## config.mk

```make
export PLATFORM = sky130hd
export DESIGN_NAME = wishbone_2mst_arbiter
export DESIGN_NICKNAME = d
export VERILOG_FILES = /design/src/rtl/wb_arb_pkg.sv /design/src/rtl/wb_timeout_watchdog.sv /design/src/rtl/wishbone_2mst_arbiter.sv
export SDC_FILE = /design/constraint.sdc
export NUM_CORES = 1
export LEC_CHECK = 0
export CORE_AREA = 5 5 119 121
export DETAILED_ROUTE_END_ITERATION = 8
export DIE_AREA = 0 0 124 126
export GPL_ROUTABILITY_DRIVEN = 0
export PLACE_DENSITY = 0.69
export SLEW_MARGIN = 25
export SYNTH_ARGS = -nofsm -noshare
export SYNTH_HDL_FRONTEND = slang
export SYNTH_SLANG_ARGS = --single-unit
```

## constraint.sdc

```tcl
create_clock -name clk -period 2.7 [get_ports clk]
set_clock_uncertainty 0.05 [all_clocks]
set_input_delay 0.675 -clock clk [delete_from_list [all_inputs] [get_ports clk]]
set_output_delay 0.675 -clock clk [all_outputs]
set_load 0.01 [all_outputs]
```

## src/rtl/wb_arb_pkg.sv

```systemverilog
// Shared definitions for the two-master Wishbone arbiter: state encodings
// (which double as the one-hot grant), priority-mode names and data defaults.
package wb_arb_pkg;

  typedef enum logic [1:0] {
    IDLE = 2'b00,
    OWN0 = 2'b01,
    OWN1 = 2'b10
  } arb_state_t;

  localparam int PRIO_RR    = 0;
  localparam int PRIO_FIXED = 1;

  localparam logic [31:0] ERR_DATA_DEFAULT = 32'hDEADBEEF;

endpackage

```

## src/rtl/wb_timeout_watchdog.sv

```systemverilog
// Per-transfer watchdog: counts stalled strobe cycles and flags the cycle
// in which the transfer must be force-terminated. TIMEOUT = 0 disables it.
module wb_timeout_watchdog #(
  parameter int TIMEOUT_W = 8,
  parameter int TIMEOUT   = 255
) (
  input  logic clk,
  input  logic rst_n,
  input  logic active,
  input  logic clear,
  output logic hit
);

  localparam bit EN = (TIMEOUT != 0);
  localparam logic [TIMEOUT_W-1:0] LAST = TIMEOUT_W'((TIMEOUT > 0) ? TIMEOUT - 1 : 0);

  generate
    if (TIMEOUT < 0 || TIMEOUT >= (1 << TIMEOUT_W)) begin : g_bad_timeout
      $error("wb_timeout_watchdog: TIMEOUT must be below 2**TIMEOUT_W");
    end
  endgenerate

  logic [TIMEOUT_W-1:0] count_q;

  assign hit = EN && active && (count_q == LAST);

  // The hit cycle clears the counter, so it never reaches a wrap.
  always_ff @(posedge clk) begin
    if (!rst_n) begin
      count_q <= '0;
    end else if (clear || !active || hit || !EN) begin
      count_q <= '0;
    end else begin
      count_q <= count_q + 1'b1;
    end
  end

endmodule

```

## src/rtl/wishbone_2mst_arbiter.sv

```systemverilog
// Two-master Wishbone arbiter: per-cycle ownership (round-robin or fixed
// priority), combinational bus mux and a watchdog that aborts hung transfers.
module wishbone_2mst_arbiter
  import wb_arb_pkg::*;
#(
  parameter int          PRIO_MODE = PRIO_RR,
  parameter int          TIMEOUT_W = 8,
  parameter int          TIMEOUT   = 255,
  parameter logic [31:0] ERR_DATA  = ERR_DATA_DEFAULT
) (
  input  logic        clk,
  input  logic        rst_n,
  input  logic        wbs_m0_cyc_i,
  input  logic        wbs_m0_stb_i,
  input  logic        wbs_m0_we_i,
  input  logic [31:0] wbs_m0_adr_i,
  input  logic [31:0] wbs_m0_dat_i,
  input  logic [3:0]  wbs_m0_sel_i,
  output logic [31:0] wbs_m0_dat_o,
  output logic        wbs_m0_ack_o,
  input  logic        wbs_m1_cyc_i,
  input  logic        wbs_m1_stb_i,
  input  logic        wbs_m1_we_i,
  input  logic [31:0] wbs_m1_adr_i,
  input  logic [31:0] wbs_m1_dat_i,
  input  logic [3:0]  wbs_m1_sel_i,
  output logic [31:0] wbs_m1_dat_o,
  output logic        wbs_m1_ack_o,
  output logic        wbs_s_cyc_o,
  output logic        wbs_s_stb_o,
  output logic        wbs_s_we_o,
  output logic [31:0] wbs_s_adr_o,
  output logic [31:0] wbs_s_dat_o,
  output logic [3:0]  wbs_s_sel_o,
  input  logic [31:0] wbs_s_dat_i,
  input  logic        wbs_s_ack_i,
  output logic [1:0]  grant_o,
  output logic        timeout_o
);

  // Handshake: a master owns the bus from grant until it drops cyc; each
  // beat is stb high until ack (slave or watchdog) is returned in that cycle.

  arb_state_t state_q;
  arb_state_t state_d;
  logic       prefer_m1_q;
  logic       owner_stb;
  logic       wd_active;
  logic       wd_clear;
  logic       timeout_hit;

  always_comb begin
    state_d = state_q;
    case (state_q)
      IDLE: begin
        case ({wbs_m1_cyc_i, wbs_m0_cyc_i})
          2'b01:   state_d = OWN0;
          2'b10:   state_d = OWN1;
          2'b11:   state_d = (PRIO_MODE == PRIO_FIXED || !prefer_m1_q) ? OWN0 : OWN1;
          default: state_d = IDLE;
        endcase
      end
      OWN0: if (!wbs_m0_cyc_i) state_d = wbs_m1_cyc_i ? OWN1 : IDLE;
      OWN1: if (!wbs_m1_cyc_i) state_d = wbs_m0_cyc_i ? OWN0 : IDLE;
      default: state_d = IDLE;
    endcase
  end

  // Pointer records the master that just released, so a later tie goes
  // to the other one.
  always_ff @(posedge clk) begin
    if (!rst_n) begin
      state_q     <= IDLE;
      prefer_m1_q <= 1'b0;
    end else begin
      state_q <= state_d;
      if (state_q == OWN0 && !wbs_m0_cyc_i) prefer_m1_q <= 1'b1;
      if (state_q == OWN1 && !wbs_m1_cyc_i) prefer_m1_q <= 1'b0;
    end
  end

  assign grant_o = state_q;

  always_comb begin
    owner_stb = 1'b0;
    case (state_q)
      OWN0:    owner_stb = wbs_m0_stb_i;
      OWN1:    owner_stb = wbs_m1_stb_i;
      default: owner_stb = 1'b0;
    endcase
  end

  assign wd_active = owner_stb && !wbs_s_ack_i;
  assign wd_clear  = (state_d != state_q);

  wb_timeout_watchdog #(
    .TIMEOUT_W (TIMEOUT_W),
    .TIMEOUT   (TIMEOUT)
  ) u_watchdog (
    .clk    (clk),
    .rst_n  (rst_n),
    .active (wd_active),
    .clear  (wd_clear),
    .hit    (timeout_hit)
  );

  assign timeout_o = timeout_hit;

  always_comb begin
    wbs_s_cyc_o  = 1'b0;
    wbs_s_stb_o  = 1'b0;
    wbs_s_we_o   = 1'b0;
    wbs_s_adr_o  = '0;
    wbs_s_dat_o  = '0;
    wbs_s_sel_o  = '0;
    wbs_m0_ack_o = 1'b0;
    wbs_m0_dat_o = '0;
    wbs_m1_ack_o = 1'b0;
    wbs_m1_dat_o = '0;
    case (state_q)
      OWN0: begin
        wbs_s_cyc_o  = wbs_m0_cyc_i;
        wbs_s_stb_o  = wbs_m0_stb_i && !timeout_hit;
        wbs_s_we_o   = wbs_m0_we_i;
        wbs_s_adr_o  = wbs_m0_adr_i;
        wbs_s_dat_o  = wbs_m0_dat_i;
        wbs_s_sel_o  = wbs_m0_sel_i;
        wbs_m0_ack_o = (wbs_s_ack_i && wbs_m0_stb_i) || timeout_hit;
        wbs_m0_dat_o = timeout_hit ? ERR_DATA : wbs_s_dat_i;
      end
      OWN1: begin
        wbs_s_cyc_o  = wbs_m1_cyc_i;
        wbs_s_stb_o  = wbs_m1_stb_i && !timeout_hit;
        wbs_s_we_o   = wbs_m1_we_i;
        wbs_s_adr_o  = wbs_m1_adr_i;
        wbs_s_dat_o  = wbs_m1_dat_i;
        wbs_s_sel_o  = wbs_m1_sel_i;
        wbs_m1_ack_o = (wbs_s_ack_i && wbs_m1_stb_i) || timeout_hit;
        wbs_m1_dat_o = timeout_hit ? ERR_DATA : wbs_s_dat_i;
      end
      default: ;
    endcase
  end

endmodule

```

Word-level counts from Yosys, hierarchy flattened. Cells that the tools add are included.

Add/sub/neg operators: 1. Multipliers: 0. Divide/modulo/power cells: 0. $lt $le $gt $ge: 0. Equality and inequality tests: 7. Shift operators: 0. Mux-type cells: 19. Bitwise gates (word level): 1. Reduce and logical (&&, ||, !) cells: 20.

Operators by type and width (count): 32-bit one-hot mux with 2 select lines (2); 32-bit 2-to-1 mux (3); 2-bit one-hot mux with 3 select lines (2); 8-bit by 1-bit adder with 8-bit output, second input constant (1); 8-bit equality test, second input constant (1); 1-bit logical AND (8); 2-bit 2-to-1 mux (4); 1-bit one-hot mux with 2 select lines (4); 4-bit one-hot mux with 2 select lines (1); 2-bit equality test, second input constant (3); 1-bit logical NOT (5); 2-bit by 1-bit equality test with 1-bit output, second input constant (2); 1-bit logical OR (4); 2-bit OR reduction (2); 1-bit 2-to-1 mux (3); 2-bit logical NOT (1); 2-bit inequality test (1); 1-bit inverter (1).

Register bits after elaboration: 11. Bits in latches: 0. RAM bits: 0. Bits in read-only memories: 0. Input bits: 177. Output and inout bits: 140. Logic and storage cells: 51. Memories kept: 0.

Logic depth before layout (Yosys ltp).
Depth after elaboration: 7. Depth in mapped cells: 9. Gate-level depth less buffers: 8.

Hierarchy. From an unflattened synthesis, not the netlist that was laid out.

Cell total of the unflattened synthesis: 342. Area total of the unflattened synthesis: 2279.7 µm².

By module, submodules not included: wishbone_2mst_arbiter (instances 1, cells each 301, area each 1889.3 µm², seq. area each 60.1 µm²); wb_timeout_watchdog (instances 1, cells each 41, area each 390.4 µm², seq. area each 160.2 µm²).

Worst setup path before layout. No wires, ideal clock.

Path type: reg2out. Start point: reg state_q[0] (netlist: grant_o[0]). End point: out wbs_m0_ack_o. Arrival time: 1873 ps. Data required time: 1975 ps. Setup slack: 102 ps. Cell stages (with the launch flop): 8. Path buffers: 3. Cells stage by stage: dfxtp_1 -> inv_1 -> ha_1 -> clkbuf_1 -> nand4b_1 -> buf_2 -> buf_2 -> a21boi_0.

Word-level cells in the longest chain between the ends: 6. Elaborated cells on any way between the ends: 7. Classes of those cells: eq/ne: 2; mux: 2; reduce/logical: 3.

Ends and longest elaborated chain: start: declaration (RTL line wishbone_2mst_arbiter.sv:44) `arb_state_t state_q;`; start signal: assignment (RTL line wishbone_2mst_arbiter.sv:76) `state_q <= state_d;`; 2-bit equality test / 2-bit by 1-bit equality test with 1-bit output (equally long branches) (RTL line wishbone_2mst_arbiter.sv:86, wishbone_2mst_arbiter.sv:120); 1-bit one-hot mux with 2 select lines (RTL line wishbone_2mst_arbiter.sv:86) `case (state_q)`; 1-bit logical AND (RTL line wishbone_2mst_arbiter.sv:93) `assign wd_active = owner_stb && !wbs_s_ack_i;`; 1-bit logical AND (RTL line wb_timeout_watchdog.sv:25) `assign hit = EN && active && (count_q == LAST);`; 1-bit logical OR (RTL line wishbone_2mst_arbiter.sv:128) `wbs_m0_ack_o = (wbs_s_ack_i && wbs_m0_stb_i) || timeout_hit;`; 1-bit 2-to-1 mux (*) (RTL line wishbone_2mst_arbiter.sv:120) `case (state_q)`; end: declaration (RTL line wishbone_2mst_arbiter.sv:20) `output logic wbs_m0_ack_o,`.

Mark *: on every way between the ends. The rest lies on a longest branch, timed or not.

Worst setup path in the final report.
Start point: in wbs_m1_stb_i. End point: out wbs_m0_dat_o[16].

Word-level cells in the longest chain between the ends: 5.

Ends and longest elaborated chain: start: declaration (RTL line wishbone_2mst_arbiter.sv:22) `input logic wbs_m1_stb_i,`; 1-bit one-hot mux with 2 select lines (RTL line wishbone_2mst_arbiter.sv:86); 1-bit logical AND (RTL line wishbone_2mst_arbiter.sv:93); 1-bit logical AND (RTL line wb_timeout_watchdog.sv:25); 32-bit 2-to-1 mux (RTL line wishbone_2mst_arbiter.sv:129) `wbs_m0_dat_o = timeout_hit ? ERR_DATA : wbs_s_dat_i;`; 32-bit 2-to-1 mux (RTL line wishbone_2mst_arbiter.sv:120); end: declaration (RTL line wishbone_2mst_arbiter.sv:19) `output logic [31:0] wbs_m0_dat_o,`.

Every way passes these cells.

==> metrics.txt <==
r2r setup slk around 690 ps; FF-to-FF Start grant_o[0]; Slew Viols, Final 0; Layout Nets 862; ANT cells 0; dpl hpwl 12200 um; RR Endpoint u_watchdog.count_q[4]; Final Cell Area about 0.006 mm2; CTS buffer count 3; Slew @ Worst Pin around 370 ps; largest net degree at the start of global routing 54; Clock transition at path regs around 40 ps; first-pass iteration count of the detailed router 4; height of the die roughly 130 um; synth warn 0; WS Path Type in -> out; hold path start u_watchdog.count_q[0]; Leak approximately 0.0027 uW; commonest cells after routing, fill and taps aside clkdlybuf4s50_1, nor2b_1, a22oi_1, dlygate4sd2_1, buf_2; Crit path largest cell delay ~250 ps; Final Hold Vio Count 0; Core Box Area about 0.013 mm2; Post-CTS Hold Buffers 0; CTS root buf clkbuf_16; crit-path max FO 7; maximum vdd drop around 180 uV; # setup viols final 0; share of cells above drive strength 1 0.242; Initial Utilization 0.172; Place WS -664 ps; CP startpoint kind primary input; row count 42; post-place instance area between 0.005 and 0.006 mm2; setup TNS 0 ps; pwr/cell area ~240 mW/mm2; final core occ 0.463; Reg2Reg Depth 9; GRT overflow 0; Synth Net Count roughly 530; I/O Pins around 320; crit path capture type primary output; most common cell after layout, fill and taps aside clkdlybuf4s50_1; Avg Inst Size Synth roughly 6.5 um2; CTS sink cnt 11; DRC Markers 0; Post-Syn Area between 0.002 and 0.0025 mm2; sequential area share after synthesis 0.0985; Req. time, crit path approximately 2000 ps; DR WL/cell ~19 um; CP arrival 1920 ps; Min-Delay Path Class reg -> reg; Hold EP u_watchdog.count_q[0]; slew margin rel. 0.748; CP Cell Sequence clkdlybuf4s15_1 -> a22o_1 -> nand4b_1 -> buf_6 -> inv_8 -> buf_16 -> nor2_4 -> nor2b_1 -> clkdlybuf4s15_2; #FFs+latches synth 11; final worst-path cycle share 0.979; first-pass GRT wire length around 23000 um; post-route setup slack 57.8 ps; vias in the first global route about 4200; slowest CP cell a22o_1; Placed Instances ~830; run status complete, no violations; initial antenna violation count 0; worst skew pair latency between 200 and 300 ps; full die area 0.0156 mm2; Routed Antenna Nets 0; Area Growth Syn to Fin 169%; All-Layer GR Usage 0.189; Via Count about 3900; final critical path time including I/O delays and setup between 2000 and 3000 ps; initial DRC count ~160; hold path cells 2; DIE WIDTH about 120 um; Fmax achieved about 0.38 GHz; max-cap violations 0; # fillers about 1300; H-tree depth 1; via density per instance 4.58; CTS tree done; Routed WL roughly 16000 um; count of unique library cells instantiated by Yosys 35; Max clock buf depth 2; Post-Layout Cell Count between 800 and 900; cell count after synthesis approximately 340; number of port buffers around 320
-- stage by stage --
step | power, uW | hold slack [ps]
6_report | 1450 | 470
5_1_grt | 1540 | 495
4_1_cts | 1460 | 472
3_5_place_dp | 1140 | 466
3_3_place_gp | 1130 | 445
2_1_floorplan | 538 | 380
-- per-layer routing --
metal | part of all wire | vias up | track usage
met2 | 0.52 | 221 | 0.359
met3 | 0.099 | 21 | 0.0502
met4 | 0.023 | 0 | 0.0561
met5 | 0 | - | 0
li1 | - | 1874 | -
met1 | 0.36 | 1792 | 0.198
-- power by group --
| part | internal, uW | switching (uW) | leakage [uW] |
|---|---|---|---|
| logic | 601 | 398 | 0.00261 |
| registers | 167 | 4.21 | 0.0000898 |
| clock network | 199 | 82.0 | 0.0000382 |
| total | 967 | 484 | 0.00273 |
-- state kept, by name, indices dropped and copies added (netlist names) --
name and count:
grant_o 2, prefer_m1_q 1, u_watchdog.count_q 8
-- kinds of logic (layout without fill, tap and decap cells) --
group	count (synthesis)	after routing	synth area share
buffers and inverters	40	375	0.0739
adder cells (fa/ha/maj)	6	6	0.0336
AND/OR/NAND/NOR	194	194	0.463
flip-flops	11	11	0.0985
AO/OA/AOI/OAI	84	84	0.295
multiplexers	2	2	0.0117
XOR/XNOR	6	6	0.0235
-- area by class of cell --
cell class,instances,area [um2],share of cell area
tap,176,220,0.0366
timing repair buffer,366,3430,0.571
clock buffer,4,78.8,0.0131
inverter,5,26.3,0.00437
sequential,11,223,0.0370
multi-input combinational,292,2030,0.338
-- worst max-delay path: cells and delay by family --
family / cells / cell delay [ps]
AOI/OAI and AO/OA: 1 / 250
buffers and inverters: 5 / 750
and+or+nand+nor: 3 / 230
-- what timing repair did --
action | 4_1_cts | 5_1_grt
cloned | 7 | 0
pin swaps | 3 | 4
buffers inserted | 11 | 1
gates resized for setup | 388 | 25
endpoints found under the setup margin | 138 | 38
-- cells in the mapped netlist --
cell | number | area [um2]
a2111oi_0 | 1 | 8.76
a21boi_0 | 2 | 15.0
a21oi_1 | 4 | 20.0
a22o_1 | 1 | 8.76
a22oi_1 | 69 | 518
a32oi_2 | 1 | 16.3
and3_1 | 18 | 113
buf_1 | 8 | 30.0
buf_2 | 6 | 30.0
buf_4 | 2 | 15.0
clkbuf_1 | 19 | 71.3
clkinv_1 | 1 | 3.75
dfxtp_1 | 11 | 220
ha_1 | 6 | 75.1
inv_1 | 3 | 11.3
inv_2 | 1 | 3.75
mux2_2 | 1 | 11.3
mux2_4 | 1 | 15.0
nand2_1 | 8 | 30.0
nand2b_1 | 2 | 12.5
nand3_1 | 5 | 25.0
nand4_1 | 1 | 6.26
nand4b_1 | 2 | 17.5
nor2_1 | 62 | 233
nor2b_1 | 94 | 588
nor3_1 | 1 | 5.00
o2111ai_4 | 1 | 26.3
o21a_1 | 1 | 7.51
o21ai_0 | 1 | 5.00
o221a_2 | 1 | 11.3
o221ai_2 | 1 | 15.0
o22a_1 | 1 | 8.76
or3_1 | 1 | 6.26
xnor2_1 | 3 | 26.3
xor2_1 | 3 | 26.3
-- worst max path at each step --
stage	from	to	slack [ps]	cells after the start
floorplan	grant_o[0]	wbs_m0_ack_o	100	7
global placement	wbs_m0_stb_i	wbs_m0_dat_o[19]	-590	8
detailed placement	wbs_m0_stb_i	wbs_m0_dat_o[26]	-660	8
CTS	wbs_m0_stb_i	wbs_m1_dat_o[4]	6	9
global route	u_watchdog.count_q[6]	wbs_m0_dat_o[12]	-5	10
finish	wbs_m1_stb_i	wbs_m0_dat_o[16]	60	9
(Power assumes the default switching activity.)
